==> src/rtl/add_result_stage.sv <==
// ---------------------------------------------------------------------------
// add_result_stage
//
// Registered output stage placed after the 32-bit carry-bypass adder. Each
// accepted adder result (sum, carry, signed overflow) is held in a 2-entry
// FIFO together with precomputed zero/negative flags. The stored results are
// offered to the consumer through a valid/ready handshake. A saturating
// counter records how many accepted beats had signed overflow.
//
// Optional feature macro: ADD_RESULT_SAT_EN
//   defined   - a beat with in_ovf=1 stores a saturated result (max positive
//               when the wrapped sum looks negative, min negative otherwise).
//   undefined - the wrapped two's-complement sum is stored unmodified.
//
// Ports
//   clk        in   clock, rising edge
//   rst_n      in   asynchronous active-low reset
//   in_valid   in   upstream result valid
//   in_ready   out  stage can accept a beat (registered)
//   in_r       in   adder sum [WIDTH]
//   in_cout    in   adder carry out
//   in_ovf     in   adder signed overflow
//   out_valid  out  head entry valid (registered)
//   out_ready  in   consumer accepts head entry
//   out_result out  head result [WIDTH]
//   out_cout   out  head carry (raw)
//   out_ovf    out  head signed overflow (raw)
//   out_zero   out  head result == 0
//   out_neg    out  head result sign bit
//   ovf_cnt    out  saturating count of accepted overflow beats [CNT_W]
//   cnt_clr    in   synchronous clear of ovf_cnt (beats a same-cycle increment)
// ---------------------------------------------------------------------------
module add_result_stage #(
    parameter int WIDTH = 32,
    parameter int CNT_W = 16
) (
    input  logic             clk,
    input  logic             rst_n,
    input  logic             in_valid,
    output logic             in_ready,
    input  logic [WIDTH-1:0] in_r,
    input  logic             in_cout,
    input  logic             in_ovf,
    output logic             out_valid,
    input  logic             out_ready,
    output logic [WIDTH-1:0] out_result,
    output logic             out_cout,
    output logic             out_ovf,
    output logic             out_zero,
    output logic             out_neg,
    output logic [CNT_W-1:0] ovf_cnt,
    input  logic             cnt_clr
);

    typedef enum logic [1:0] {
        EMPTY = 2'd0,
        ONE   = 2'd1,
        TWO   = 2'd2
    } state_e;

    state_e state_q, state_d;

    logic in_ready_q;
    logic out_valid_q;

    // Head entry drives the outputs directly; tail holds the second beat.
    logic [WIDTH-1:0] head_res_q, tail_res_q;
    logic             head_cout_q, tail_cout_q;
    logic             head_ovf_q, tail_ovf_q;
    logic             head_zero_q, tail_zero_q;
    logic             head_neg_q, tail_neg_q;

    logic [CNT_W-1:0] cnt_q;

    logic push;
    logic pop;
    logic load_head;   // incoming beat goes straight to head
    logic load_tail;   // incoming beat parks in tail
    logic shift_tail;  // tail moves up to head

    // Value actually stored for the incoming beat, plus its flags.
    logic [WIDTH-1:0] new_res;
    logic             new_zero;
    logic             new_neg;

`ifdef ADD_RESULT_SAT_EN
    localparam logic [WIDTH-1:0] SAT_MAX = {1'b0, {(WIDTH-1){1'b1}}};
    localparam logic [WIDTH-1:0] SAT_MIN = {1'b1, {(WIDTH-1){1'b0}}};

    // On signed overflow the wrapped sign is the opposite of the true sign:
    // a wrapped negative means the true result was too large positive.
    always_comb begin
        new_res = in_r;
        if (in_ovf) begin
            new_res = in_r[WIDTH-1] ? SAT_MAX : SAT_MIN;
        end
    end
`else
    always_comb begin
        new_res = in_r;
    end
`endif

    assign new_zero = (new_res == '0);
    assign new_neg  = new_res[WIDTH-1];

    assign push = in_valid & in_ready_q;
    assign pop  = out_valid_q & out_ready;

    // ---------------- buffer occupancy FSM ----------------
    always_ff @(posedge clk or negedge rst_n) begin
        if (!rst_n) begin
            state_q <= EMPTY;
        end else begin
            state_q <= state_d;
        end
    end

    always_comb begin
        state_d    = state_q;
        load_head  = 1'b0;
        load_tail  = 1'b0;
        shift_tail = 1'b0;
        case (state_q)
            EMPTY: begin
                if (push) begin
                    state_d   = ONE;
                    load_head = 1'b1;
                end
            end
            ONE: begin
                if (push && !pop) begin
                    state_d   = TWO;
                    load_tail = 1'b1;
                end else if (pop && !push) begin
                    state_d = EMPTY;
                end else if (push && pop) begin
                    load_head = 1'b1;
                end
            end
            TWO: begin
                // in_ready is low here, so only a pop can happen.
                if (pop) begin
                    state_d    = ONE;
                    shift_tail = 1'b1;
                end
            end
            default: begin
                state_d = EMPTY;
            end
        endcase
    end

    // Handshake strobes are registered from the next state so neither
    // depends combinationally on the consumer.
    always_ff @(posedge clk or negedge rst_n) begin
        if (!rst_n) begin
            in_ready_q  <= 1'b1;
            out_valid_q <= 1'b0;
        end else begin
            in_ready_q  <= (state_d != TWO);
            out_valid_q <= (state_d != EMPTY);
        end
    end

    // ---------------- entry storage ----------------
    always_ff @(posedge clk or negedge rst_n) begin
        if (!rst_n) begin
            head_res_q  <= '0;
            head_cout_q <= 1'b0;
            head_ovf_q  <= 1'b0;
            head_zero_q <= 1'b1;
            head_neg_q  <= 1'b0;
        end else if (load_head) begin
            head_res_q  <= new_res;
            head_cout_q <= in_cout;
            head_ovf_q  <= in_ovf;
            head_zero_q <= new_zero;
            head_neg_q  <= new_neg;
        end else if (shift_tail) begin
            head_res_q  <= tail_res_q;
            head_cout_q <= tail_cout_q;
            head_ovf_q  <= tail_ovf_q;
            head_zero_q <= tail_zero_q;
            head_neg_q  <= tail_neg_q;
        end
    end

    always_ff @(posedge clk or negedge rst_n) begin
        if (!rst_n) begin
            tail_res_q  <= '0;
            tail_cout_q <= 1'b0;
            tail_ovf_q  <= 1'b0;
            tail_zero_q <= 1'b1;
            tail_neg_q  <= 1'b0;
        end else if (load_tail) begin
            tail_res_q  <= new_res;
            tail_cout_q <= in_cout;
            tail_ovf_q  <= in_ovf;
            tail_zero_q <= new_zero;
            tail_neg_q  <= new_neg;
        end
    end

    // ---------------- overflow event counter ----------------
    always_ff @(posedge clk or negedge rst_n) begin
        if (!rst_n) begin
            cnt_q <= '0;
        end else if (cnt_clr) begin
            cnt_q <= '0;
        end else if (push && in_ovf && (cnt_q != {CNT_W{1'b1}})) begin
            cnt_q <= cnt_q + CNT_W'(1);
        end
    end

    assign in_ready   = in_ready_q;
    assign out_valid  = out_valid_q;
    assign out_result = head_res_q;
    assign out_cout   = head_cout_q;
    assign out_ovf    = head_ovf_q;
    assign out_zero   = head_zero_q;
    assign out_neg    = head_neg_q;
    assign ovf_cnt    = cnt_q;

endmodule
==> config.mk <==
export PLATFORM = sky130hd
export DESIGN_NAME = add_result_stage
export DESIGN_NICKNAME = d
export VERILOG_FILES = /design/src/rtl/add_result_stage.sv
export SDC_FILE = /design/constraint.sdc
export NUM_CORES = 1
export LEC_CHECK = 0
export ABC_AREA = 1
export CORE_ASPECT_RATIO = 0.5
export CORE_UTILIZATION = 57
export DETAILED_ROUTE_END_ITERATION = 8
export DONT_BUFFER_PORTS = 1
export GPL_ROUTABILITY_DRIVEN = 0
export PLACE_DENSITY = 0.82
export SLEW_MARGIN = 10
export SYNTH_ARGS = -nofsm -noshare
export SYNTH_HDL_FRONTEND = slang
export SYNTH_SLANG_ARGS = --single-unit
==> constraint.sdc <==
create_clock -name clk -period 1.5 [get_ports clk]
set_input_delay 0.45 -clock clk [delete_from_list [all_inputs] [get_ports clk]]
set_output_delay 0.45 -clock clk [all_outputs]
set_load 0.03 [all_outputs]
; Word-level counts from Yosys, hierarchy flattened
; Cells that the tools add are included.
[op_classes]
addsub = 1
n_eq_ne = 4
muxes = 26
bitwise = 2
n_reduce_logical = 12
[op_table]
columns = operator, count
row1 = $mux W32, 2
row2 = $logic_not A32 Y1, 1
row3 = $mux W16, 2
row4 = $add A16 B1 Y16 const B, 1
row5 = $mux W1, 16
row6 = $ne A16 B16 Y1 const B, 1
row7 = $mux W2, 4
row8 = $pmux W2 S3, 1
row9 = $reduce_bool A2 Y1, 3
row10 = $logic_and A1 B1 Y1, 5
row11 = $and A1 B1 Y1, 2
row12 = $eq A2 B1 Y1 const B, 1
row13 = $eq A2 B2 Y1 const B, 1
row14 = $logic_not A1 Y1, 2
row15 = $logic_not A2 Y1, 1
row16 = $ne A2 B2 Y1 const B, 1
row17 = $pmux W1 S2, 1
[word_totals]
ff_bits = 92
out_inout_bits = 54

; Longest topological paths before layout
; Gate-level depths: netlist of run 1.
[logic_depth]
word_depth = 7
ltp_mapped = 10

; Worst setup path before layout of run 1
; No wires, ideal clock.
[synth_path]
path_kind = register to register
startpoint = reg cnt_q[1], in the netlist ovf_cnt[1]
endpoint = reg cnt_q[13], in the netlist ovf_cnt[13]
setup_time_ns = 0.066
arrival_time_ns = 1.637
slack_ns = -0.203
path_stages_with_launch = 11
synth_period_minus_slack_ns = 1.703
cell_sequence = dfrtp_1 > ha_1 > nand2_1 > nor2_2 > nand2_2 > nor2_4 > nor2_4 > nor2_8 > buf_6 > nand2_1 > nand2_1
[synth_between]
elab_chain_cells = 3
[synth_lines]
columns = element, line
row1 = from (decl), 73  ; logic [CNT_W-1:0] cnt_q;
row2 = from (signal assigned), 212  ; cnt_q <= cnt_q + CNT_W'(1);
row3 = $add A16 B1 Y16 or $ne A16 B16 Y1 (tied branches), "212, 211"
row4 = $mux W16 or $logic_and A1 B1 Y1 (tied branches), 211  ; end else if (push && in_ovf && (cnt_q != {CNT_W{1'b1}})) begin
row5 = $mux W16 or $reduce_bool A2 Y1 (tied branches), n/a
; Parallel ways exist; a longest one is shown, timed or not. The select of a mux whose other input is x is not followed.
; A chain may end at the register's enable or synchronous reset.

; Worst setup path after layout of run 1
[layout_path]
startpoint = reg cnt_q[9], in the netlist ovf_cnt[9]
endpoint = reg cnt_q[12], in the netlist ovf_cnt[12]
; Same word-level chain as after synthesis.

==> impl_metrics.py, run 1 <==
metrics = {
    "placed_design": {
        "place_area_um2": 4700,
        "place_inst": 632,
        "place_ws_ps": -22.0,
        "dpl.hpwl_um": 6940,
        "io_buffers": 0,
    },
    "timing": {
        "rsz0062_at_grt": "yes",
        "final-hold-violation-count": 90,
        "fin_ws_ps": -98.6,
        "clock_skew_ps": 7.05,
        "slew_headroom": 0.759,
        "min_period_ps": 1600,
        "final-setup-viol-count": 14,
        "worstMarginPinSlew_ps": 361,
        "fmax_mhz": 626,
        "whs_ps": -208,
        "maxSlewViolCount": 0,
        "period_share": 1.07,
    },
    "route": {
        "met1_length_um": 4360,
        "ant_nets": 0,
        "wl_per_cell_um": 16.8,
        "drt_iter0_drc": 319,
        "dr.pass1.iters": 5,
        "num_vias": 3715,
        "maxUsedRoutingLayer": "met4",
        "finalWirelength_um": 11000,
        "met3_length_um": 1010,
        "drc": 0,
        "route.met2.wl_um": 5350,
        "drt-vias-per-instance": 5.65,
    },
    "critical_path": {
        "start_kind": "flop",
        "reg2regPathDepth": 9,
        "worstSetupPathType": "flop to flop",
        "critPathCaptureType": "flop",
        "cp.required_ps": 1780,
        "crit-reg2reg-launch": "ovf_cnt[9]$_DFFE_PN0P_",
        "r2r_setup_slack_ps": -100,
        "crit_fanout": 7,
        "r2r_end": "ovf_cnt[12]$_DFFE_PN0P_",
        "crit_arrival_ps": 1880,
    },
    "yosys": {
        "yosysSeqAreaShare": 0.536,
        "synthTopCellsByArea": "dfrtp_1 (52%), nand2_1 (15%), o211ai_1 (6.1%), inv_1 (5.4%), o21ai_0 (4.4%)",
        "yosys_register_bits": 90,
        "synthesis.nets": 553,
        "netlist_area_um2": 4210,
        "synth.distinct_cells": 25,
        "synth_area_leader_cell": "dfrtp_1",
        "yosysWarnings": 0,
        "synthCells": 513,
        "synth_top_area_frac": 0.518,
        "syn_area_per_cell_um2": 8.20,
    },
    "final_layout": {
        "fillers": 449,
        "final_util": 0.769,
        "drive_above_1_share": 0.207,
        "seq_area_um2": 2260,
        "diodes": 0,
        "design_area_um2": 5310,
        "syn2layout_area_growth_pct": 26.4,
        "final_nets": 600,
        "multi_input_area_um2": 1760,
        "final_cells": 657,
    },
    "clock_network": {
        "insertion_delay_ps": 350,
        "clkTransAtPathRegs_ps": 60,
        "cts_inserted_buffers": 9,
        "root_buffer": "clkbuf_16",
        "cts.sinks": 90,
        "htreeDepth": 3,
        "clockBufferDepth": 2,
        "cts_tree": "built",
    },
    "pwr": {
        "peakVddDrop_mv": 1.38,
        "total_power_mw": 10.3,
        "powerDensity_nw_per_um2": 1930,
        "p_leak_nw": 2.56,
    },
    "worst_hold_path": {
        "worstHoldPathType": "input port to asynchronous set/reset pin",
    },
    "floorplan": {
        "ios": 93,
        "die_area_um2": 7750,
        "die_x_um": 123,
        "core_area_um2": 6910,
        "die_y_um": 62.7,
        "start_util": 0.609,
        "num_rows": 21,
    },
    "global_route": {
        "grt_max_degree": 91,
        "grt_pass1_wl_um": 18000,
        "track_usage": 0.308,
        "overflow": 0,
        "antenna_found_initial": 0,
        "grt_pass1_vias": 3872,
    },
    "outcome": {
        "violations": "hold timing, setup timing",
        "status": "finished, violations left",
    },
    "job": {
        "cap_violations": 0,
    },
}
[cells by family after synthesis]
kind of cell	share of synthesized area
and+or+nand+nor	0.251
DFF	0.536
buffers and inverters	0.0791
AOI/OAI and AO/OA	0.118
xor gates and xnor gates	0.0125
adders and majority gates	0.00297
[worst max-delay path by stage]
stage	slack [ps]	to	cells past startpoint	startpoint
2_1_floorplan	-80	ovf_cnt[13]$_DFFE_PN0P_	10	ovf_cnt[1]$_DFFE_PN0P_
3_3_place_gp	30	out_valid$_DFF_PN0_	7	out_ready
3_5_place_dp	-20	out_valid$_DFF_PN0_	7	out_ready
4_1_cts	7	ovf_cnt[3]$_DFFE_PN0P_	10	ovf_cnt[1]$_DFFE_PN0P_
5_1_grt	-200	ovf_cnt[10]$_DFFE_PN0P_	9	ovf_cnt[13]$_DFFE_PN0P_
6_report	-100	ovf_cnt[12]$_DFFE_PN0P_	9	ovf_cnt[9]$_DFFE_PN0P_
[through the flow]
stage               TNS, ps  hold WS (ps)
floorplan              -768           154
global placement          0           157
detailed placement    -55.5           156
CTS                       0          -211
global route          -2260          -221
finish                 -672          -208
[registers in the layout, indices dropped and copies added (netlist names), 2 cells and up]
signal      flops
state_q         2
ovf_cnt        16
tail_res_q     32
out_result     32
[cell usage after synthesis]
library cell,n
nand3_1,28
clkbuf_1,13
nand2_2,1
xor2_1,5
dfrtp_1,87
ha_1,1
inv_2,1
nor2_1,38
nand4_1,8
inv_1,60
dfstp_2,3
xnor2_1,1
buf_6,2
nand2_1,173
o21ai_0,37
nor2_4,2
buf_2,2
a21oi_1,1
o21ai_1,4
o21bai_1,4
nor2_8,1
nor2_2,3
buf_4,3
and2_1,1
o211ai_1,34
[critical path: stages (launching register included)]
cell	delay, ps
dfrtp_1	410
nand2_1	110
nor2_2	160
nand2_2	110
nor2_4	160
nor2_4	60
buf_12	130
nor2_4	230
nand2_1	80
nand2_1	80
[cell type report]
cell class,instances,area share
inverters,61,0.0445
flip-flops and latches,90,0.426
repair buffers,55,0.115
clock inverters,6,0.0198
multi-input cells,343,0.330
well taps,92,0.0217
clock buffers,10,0.0431
[placed cells by master, fill, tap and decap left out, drive strengths merged]
cell type,n
o21bai,4
inv,61
nand4,8
bufinv,3
xnor2,1
xor2,5
ha,1
clkbuf,12
nand2,174
a21oi,1
nor2,45
clkinv,3
dfrtp,87
dfstp,3
o211ai,34
o21ai,41
nand3,28
buf,53
and2,1
[metal layers]
layer,vias to the layer above,GRT usage
met3,30,0.134
met5,-,0
li1,1736,-
met1,1790,0.360
met2,159,0.491
met4,0,0.140
[timing repair]
action | 4_1_cts | 5_1_grt
setup endpoints to repair | 23 | 80
setup buffers | 4 | 2
gates resized for setup | 12 | 48
cloned | 1 | 2
hold endpoints to repair | 90 | 90
pin swaps | 3 | 10
[where the power goes]
| group | leakage (nW) | switching [mW] | internal [mW] |
|---|---|---|---|
| Sequential | 1.12 | 1.52 | 3.41 |
| Combinational | 1.27 | 1.60 | 1.21 |
| Clock | 0.166 | 0.906 | 1.62 |
| Total | 2.56 | 4.03 | 6.24 |
Note: power is estimated with default switching activity, not from simulation.
==> run 2: changes to the inputs <==
SLEW_MARGIN = 20   (was 10)
==> results of run 2 <==
Same layout as run 1: the final DEF is identical, and so are final timing and power.
